## src/rtl/branch_cond_seq.sv

```systemverilog
// Sequential RISC-V branch comparator: one CHUNK-bit slice per cycle, MSB slice first.
// Optional macro BRCOND_EARLY_EXIT_EN finishes on the first differing slice.
module branch_cond_seq #(
  parameter int XLEN  = 32,
  parameter int CHUNK = 8
) (
  input  logic            CLK,
  input  logic            RST_N,
  input  logic            in_valid,
  output logic            in_ready,
  input  logic [XLEN-1:0] rs1,
  input  logic [XLEN-1:0] rs2,
  input  logic [2:0]      funct3,
  input  logic            flush,
  output logic            out_valid,
  input  logic            out_ready,
  output logic            br_eq,
  output logic            br_lt,
  output logic            br_ltu,
  output logic            taken,
  output logic            illegal
);

  localparam int NCHUNK = XLEN / CHUNK;
  localparam int IW     = (NCHUNK > 1) ? $clog2(NCHUNK) : 1;
  localparam logic [IW-1:0] LAST_IDX = IW'(NCHUNK - 1);

  typedef enum logic [1:0] {IDLE, CMP, DONE} state_t;

  state_t            r_state;
  logic              r_init;
  logic [XLEN-1:0]   r_rs1;
  logic [XLEN-1:0]   r_rs2;
  logic [2:0]        r_f3;
  logic [IW-1:0]     r_idx;
  logic              r_found;
  logic              r_ltu;
  logic              r_out_valid;
  logic              r_eq_o;
  logic              r_lt_o;
  logic              r_ltu_o;
  logic              r_taken_o;
  logic              r_illegal_o;

  logic [CHUNK-1:0]  w_s1;
  logic [CHUNK-1:0]  w_s2;
  logic              w_diff;
  logic              w_last;
  logic              w_eq_fin;
  logic              w_ltu_fin;
  logic              w_lt_fin;
  logic              w_taken;
  logic              w_illegal;
  logic              w_accept;

  always_comb begin
    w_s1 = '0;
    w_s2 = '0;
    for (int unsigned i = 0; i < NCHUNK; i++) begin
      if (r_idx == IW'(i)) begin
        w_s1 = r_rs1[i*CHUNK +: CHUNK];
        w_s2 = r_rs2[i*CHUNK +: CHUNK];
      end
    end
  end

  // Final flags fold in the slice being processed this cycle.
  always_comb begin
    w_diff    = (w_s1 != w_s2);
    w_eq_fin  = !(r_found || w_diff);
    w_ltu_fin = r_found ? r_ltu : (w_diff && (w_s1 < w_s2));
    w_lt_fin  = (r_rs1[XLEN-1] != r_rs2[XLEN-1]) ? r_rs1[XLEN-1] : w_ltu_fin;
`ifdef BRCOND_EARLY_EXIT_EN
    w_last    = (r_idx == '0) || w_diff;
`else
    w_last    = (r_idx == '0);
`endif
  end

  always_comb begin
    w_taken   = 1'b0;
    w_illegal = 1'b0;
    case (r_f3)
      3'b000:  w_taken = w_eq_fin;
      3'b001:  w_taken = !w_eq_fin;
      3'b100:  w_taken = w_lt_fin;
      3'b101:  w_taken = !w_lt_fin;
      3'b110:  w_taken = w_ltu_fin;
      3'b111:  w_taken = !w_ltu_fin;
      default: w_illegal = 1'b1;
    endcase
  end

  always_comb begin
    in_ready = ((r_state == IDLE) && r_init) || ((r_state == DONE) && out_ready);
    w_accept = in_valid && in_ready && !flush;
  end

  always_ff @(posedge CLK or negedge RST_N) begin
    if (!RST_N) begin
      r_state     <= IDLE;
      r_init      <= 1'b0;
      r_rs1       <= '0;
      r_rs2       <= '0;
      r_f3        <= '0;
      r_idx       <= '0;
      r_found     <= 1'b0;
      r_ltu       <= 1'b0;
      r_out_valid <= 1'b0;
      r_eq_o      <= 1'b0;
      r_lt_o      <= 1'b0;
      r_ltu_o     <= 1'b0;
      r_taken_o   <= 1'b0;
      r_illegal_o <= 1'b0;
    end else begin
      r_init <= 1'b1;
      if (flush) begin
        r_state     <= IDLE;
        r_rs1       <= '0;
        r_rs2       <= '0;
        r_found     <= 1'b0;
        r_ltu       <= 1'b0;
        r_out_valid <= 1'b0;
        r_eq_o      <= 1'b0;
        r_lt_o      <= 1'b0;
        r_ltu_o     <= 1'b0;
        r_taken_o   <= 1'b0;
        r_illegal_o <= 1'b0;
      end else if (w_accept) begin
        // Accept is only possible from IDLE or a released DONE; both clear the result.
        r_state     <= CMP;
        r_rs1       <= rs1;
        r_rs2       <= rs2;
        r_f3        <= funct3;
        r_idx       <= LAST_IDX;
        r_found     <= 1'b0;
        r_ltu       <= 1'b0;
        r_out_valid <= 1'b0;
        r_eq_o      <= 1'b0;
        r_lt_o      <= 1'b0;
        r_ltu_o     <= 1'b0;
        r_taken_o   <= 1'b0;
        r_illegal_o <= 1'b0;
      end else begin
        case (r_state)
          CMP: begin
            r_idx <= r_idx - 1'b1;
            if (!r_found && w_diff) begin
              r_found <= 1'b1;
              r_ltu   <= (w_s1 < w_s2);
            end
            if (w_last) begin
              r_state     <= DONE;
              r_out_valid <= 1'b1;
              r_eq_o      <= w_eq_fin;
              r_lt_o      <= w_lt_fin;
              r_ltu_o     <= w_ltu_fin;
              r_taken_o   <= w_taken;
              r_illegal_o <= w_illegal;
            end
          end
          DONE: begin
            if (out_ready) begin
              r_state     <= IDLE;
              r_out_valid <= 1'b0;
              r_eq_o      <= 1'b0;
              r_lt_o      <= 1'b0;
              r_ltu_o     <= 1'b0;
              r_taken_o   <= 1'b0;
              r_illegal_o <= 1'b0;
            end
          end
          default: r_state <= IDLE;
        endcase
      end
    end
  end

  always_comb begin
    out_valid = r_out_valid;
    br_eq     = r_eq_o;
    br_lt     = r_lt_o;
    br_ltu    = r_ltu_o;
    taken     = r_taken_o;
    illegal   = r_illegal_o;
  end

endmodule

```

## config.mk

```make
export PLATFORM = sky130hd
export DESIGN_NAME = branch_cond_seq
export DESIGN_NICKNAME = d
export VERILOG_FILES = /design/src/rtl/branch_cond_seq.sv
export SDC_FILE = /design/constraint.sdc
export NUM_CORES = 1
export LEC_CHECK = 0
export CAP_MARGIN = 20
export CORE_UTILIZATION = 35
export DETAILED_ROUTE_END_ITERATION = 10
export RECOVER_POWER = 100
export SLEW_MARGIN = 0
export SYNTH_ARGS = -nofsm -noshare
export SYNTH_HDL_FRONTEND = slang
export SYNTH_SLANG_ARGS = --single-unit
export TNS_END_PERCENT = 10
```

## constraint.sdc

```tcl
create_clock -name CLK -period 5.8 [get_ports CLK]
set_clock_uncertainty 0.15 [all_clocks]
set_input_delay 0.58 -clock CLK [delete_from_list [all_inputs] [get_ports CLK]]
set_output_delay 0.58 -clock CLK [all_outputs]
set_load 0.02 [all_outputs]
```

==> flow_summary.yaml <==
clock_network:
  clk_pin_slew_ps: 60
  cts.sinks: 80
  clk_latency_ps: 340
  cts_root_buf: "clkbuf_16"
  cts_made_buffers: 9
  post_cts_resized: 0
  cts.path.max_buffers: 2
  cts_setup_buffers: 0
  htree_levels: 3
  cts_tree: "built"
  cts_hold_buf: 0
final_layout:
  layout_commonest_cell: "nand2_1"
  num_antenna_cells: 0
  design_area_sq_um: 5280
  num-nets-final: 661
  instances_no_fill: 721
  final_util: 0.4604
  final_cell_mix: "nand2_1 (172), a21oi_1 (95), dfrtp_1 (80)"
  area_delta_synth_final_pct: 28.15
  fill_cells: 1138
  drive_gt1_frac: 0.04325
setup_path:
  cp_num_buf_inv: 2
  worstPathCellList: "clkbuf_1 > clkbuf_1"
  path_max_fanout: 54
  worstSetupPathType: "input port to async pin"
  critPathMaxStageDelay_ps: 2130
  startpoint_type: "input port"
  critical_path_required_ps: 5450
  crit_family: "buffers and inverters"
  crit_top_cell: "clkbuf_1"
  cp.arrival_ps: 3780
  critPathCaptureType: "async pin"
  slowest_stage: "clkbuf_1"
die:
  std_cell_rows: 39
  initial_core_util: 0.3593
  die_h_microns: 110.5
  ios: 79
  die_x_microns: 110.5
  dieArea_sq_um: 12210
  core_sq_um: 11470
timing:
  fin_crit_ps: 4132
  setup-tns-final_ps: 0
  tightest_slew_ps: 2918
  whs_ps: 328.8
  slew_headroom: -0.9450
  rsz0062_at_grt: "false"
  setup_slack_ps: 1668
  fmax_mhz: 242.0
  maxSlewViolCount: 192
  setup_violations: 0
  fin_crit_sh: 0.7124
  hold_violations: 0
yosys:
  synth_warnings: 0
  netlist_area_sq_um: 4120
  ys_ff_latch: 80
  synth_cells: 516
  synth_fp_nets: 603
  yosysUniqueCellTypes: 34
  ys_seq_area_frac: 0.4859
  synth_area_per_cell_sq_um: 7.985
pwr:
  peakVddDrop_mv: 0.1721
  p_per_area_nw_per_um2: 292.5
  p_leak_nw: 2.256
  p_total_mw: 1.544
routing:
  post-route-drc-count: 0
  drt_iter0_markers: 146
  final_antenna_net_count: 0
  via_count: 3608
  dr.pass1.iters: 4
  wl_microns: 10340
  vias_per_cell: 5.004
  wire_per_inst_microns: 14.34
outcome:
  status: "finished, violations left"
  violations: "max-capacitance violations, max-slew violations"
place:
  placed_cell_area_sq_um: 4955
  io_buffers: 78
  place_inst: 704
  place_hpwl_microns: 6880
  pre_cts_slack_ps: 1887
  gp_congestion: 0.7600
global_routing:
  grt_pass1_vias: 3652
  grt_max_degree: 81
  grt_pass1_wl_microns: 17610
  gr-total-overflow: 0
  antenna_found_initial: 0
  grt_use_total: 0.1772
worst_hold_path:
  min_path_type: "flop to flop"
job:
  maxCapViolations: 3
## sequential cells by signal, summed over array words and instances (netlist names)
signal / flops
br_eq: 1
br_lt: 1
br_ltu: 1
illegal: 1
out_valid: 1
r_f3: 3
r_found: 1
r_idx: 2
r_init: 1
r_ltu: 1
r_rs1: 32
r_rs2: 32
r_state: 2
taken: 1
## final cells by class
class | count | area, sq um | share of cell area
Clock buffer | 9 | 225.2 | 0.04265
Tap cell | 143 | 178.9 | 0.03389
Inverter | 10 | 37.54 | 0.007109
Multi-Input combinational cell | 390 | 1941 | 0.3675
Timing Repair Buffer | 83 | 803.3 | 0.1521
Sequential cell | 80 | 2002 | 0.3791
Clock inverter | 6 | 92.59 | 0.01754
## tightest hold or removal path, delay by kind of cell (launching register included)
family           cells  cell delay [ps]
flip-flops           1              340
AO/OA/AOI/OAI        1               60
AND/OR/NAND/NOR      1               40
## cell usage after synthesis
master,instances,area [sq um]
a22oi_1,1,7.510
inv_1,10,37.54
dfrtp_1,80,2002
conb_1,1,3.750
o211ai_1,1,7.510
o21ai_0,23,115.1
a21o_1,2,15.01
or3_1,1,6.260
a22o_1,1,8.760
nor2_1,37,138.9
xnor2_1,1,8.760
nor3_1,6,30.03
buf_1,4,15.01
a32o_1,1,10.01
nor4_2,1,12.51
a211oi_2,1,12.51
o21a_1,1,7.510
a31oi_1,5,31.28
a221oi_1,1,8.760
a21oi_1,95,475.5
nor2b_1,1,6.260
nand3_1,2,10.01
mux2i_1,10,100.1
or4b_1,1,10.01
mux2_2,2,22.52
nand4_1,2,12.51
clkbuf_1,25,93.84
and2_1,1,6.260
ha_1,15,187.7
nand2_1,173,649.4
and2_2,1,7.510
o31ai_1,2,15.01
maj3_1,1,10.01
buf_2,7,35.03
## cells by family after synthesis
logic type | after synthesis | synth area share
compound gates | 134 | 0.1734
xor+xnor | 1 | 0.002126
fa+ha+maj | 16 | 0.04798
buf+inv | 46 | 0.04403
flops | 80 | 0.4859
mux | 12 | 0.02976
other cells | 1 | 0.0009101
simple gates | 226 | 0.2159
## final timing paths
path	cells past startpoint	end	slack (ps)	start
worst max-delay path	2	r_rs1[19]$_DFFE_PN0N_	1670	RST_N
worst min-delay path	2	out_valid$_DFFE_PN0P_	330	out_valid$_DFFE_PN0P_
worst max register to register	7	r_f3[0]$_DFFE_PN0P_	1710	r_state[0]$_DFFE_PN0P_
worst min register to register	2	out_valid$_DFFE_PN0P_	330	out_valid$_DFFE_PN0P_
max in group CLK	7	r_f3[0]$_DFFE_PN0P_	1710	r_state[0]$_DFFE_PN0P_
min in group asynchronous	1	r_rs1[28]$_DFFE_PN0N_	420	RST_N
## metal layers
layer | wire length, microns | global-route usage | vias to the layer above | part of all wire
met2 | 5001 | 0.2903 | 92 | 0.48
met3 | 487 | 0.04061 | 10 | 0.047
met1 | 4745 | 0.2364 | 1685 | 0.46
li1 | - | - | 1821 | -
met5 | 0 | 0 | - | 0
met4 | 108 | 0.04444 | 0 | 0.010
## power breakdown
group | switching, mW | total [mW] | internal, mW
registers | 0.0291 | 0.624 | 0.594
logic | 0.176 | 0.312 | 0.136
clock network | 0.231 | 0.609 | 0.377
(Power assumes the default switching activity.)
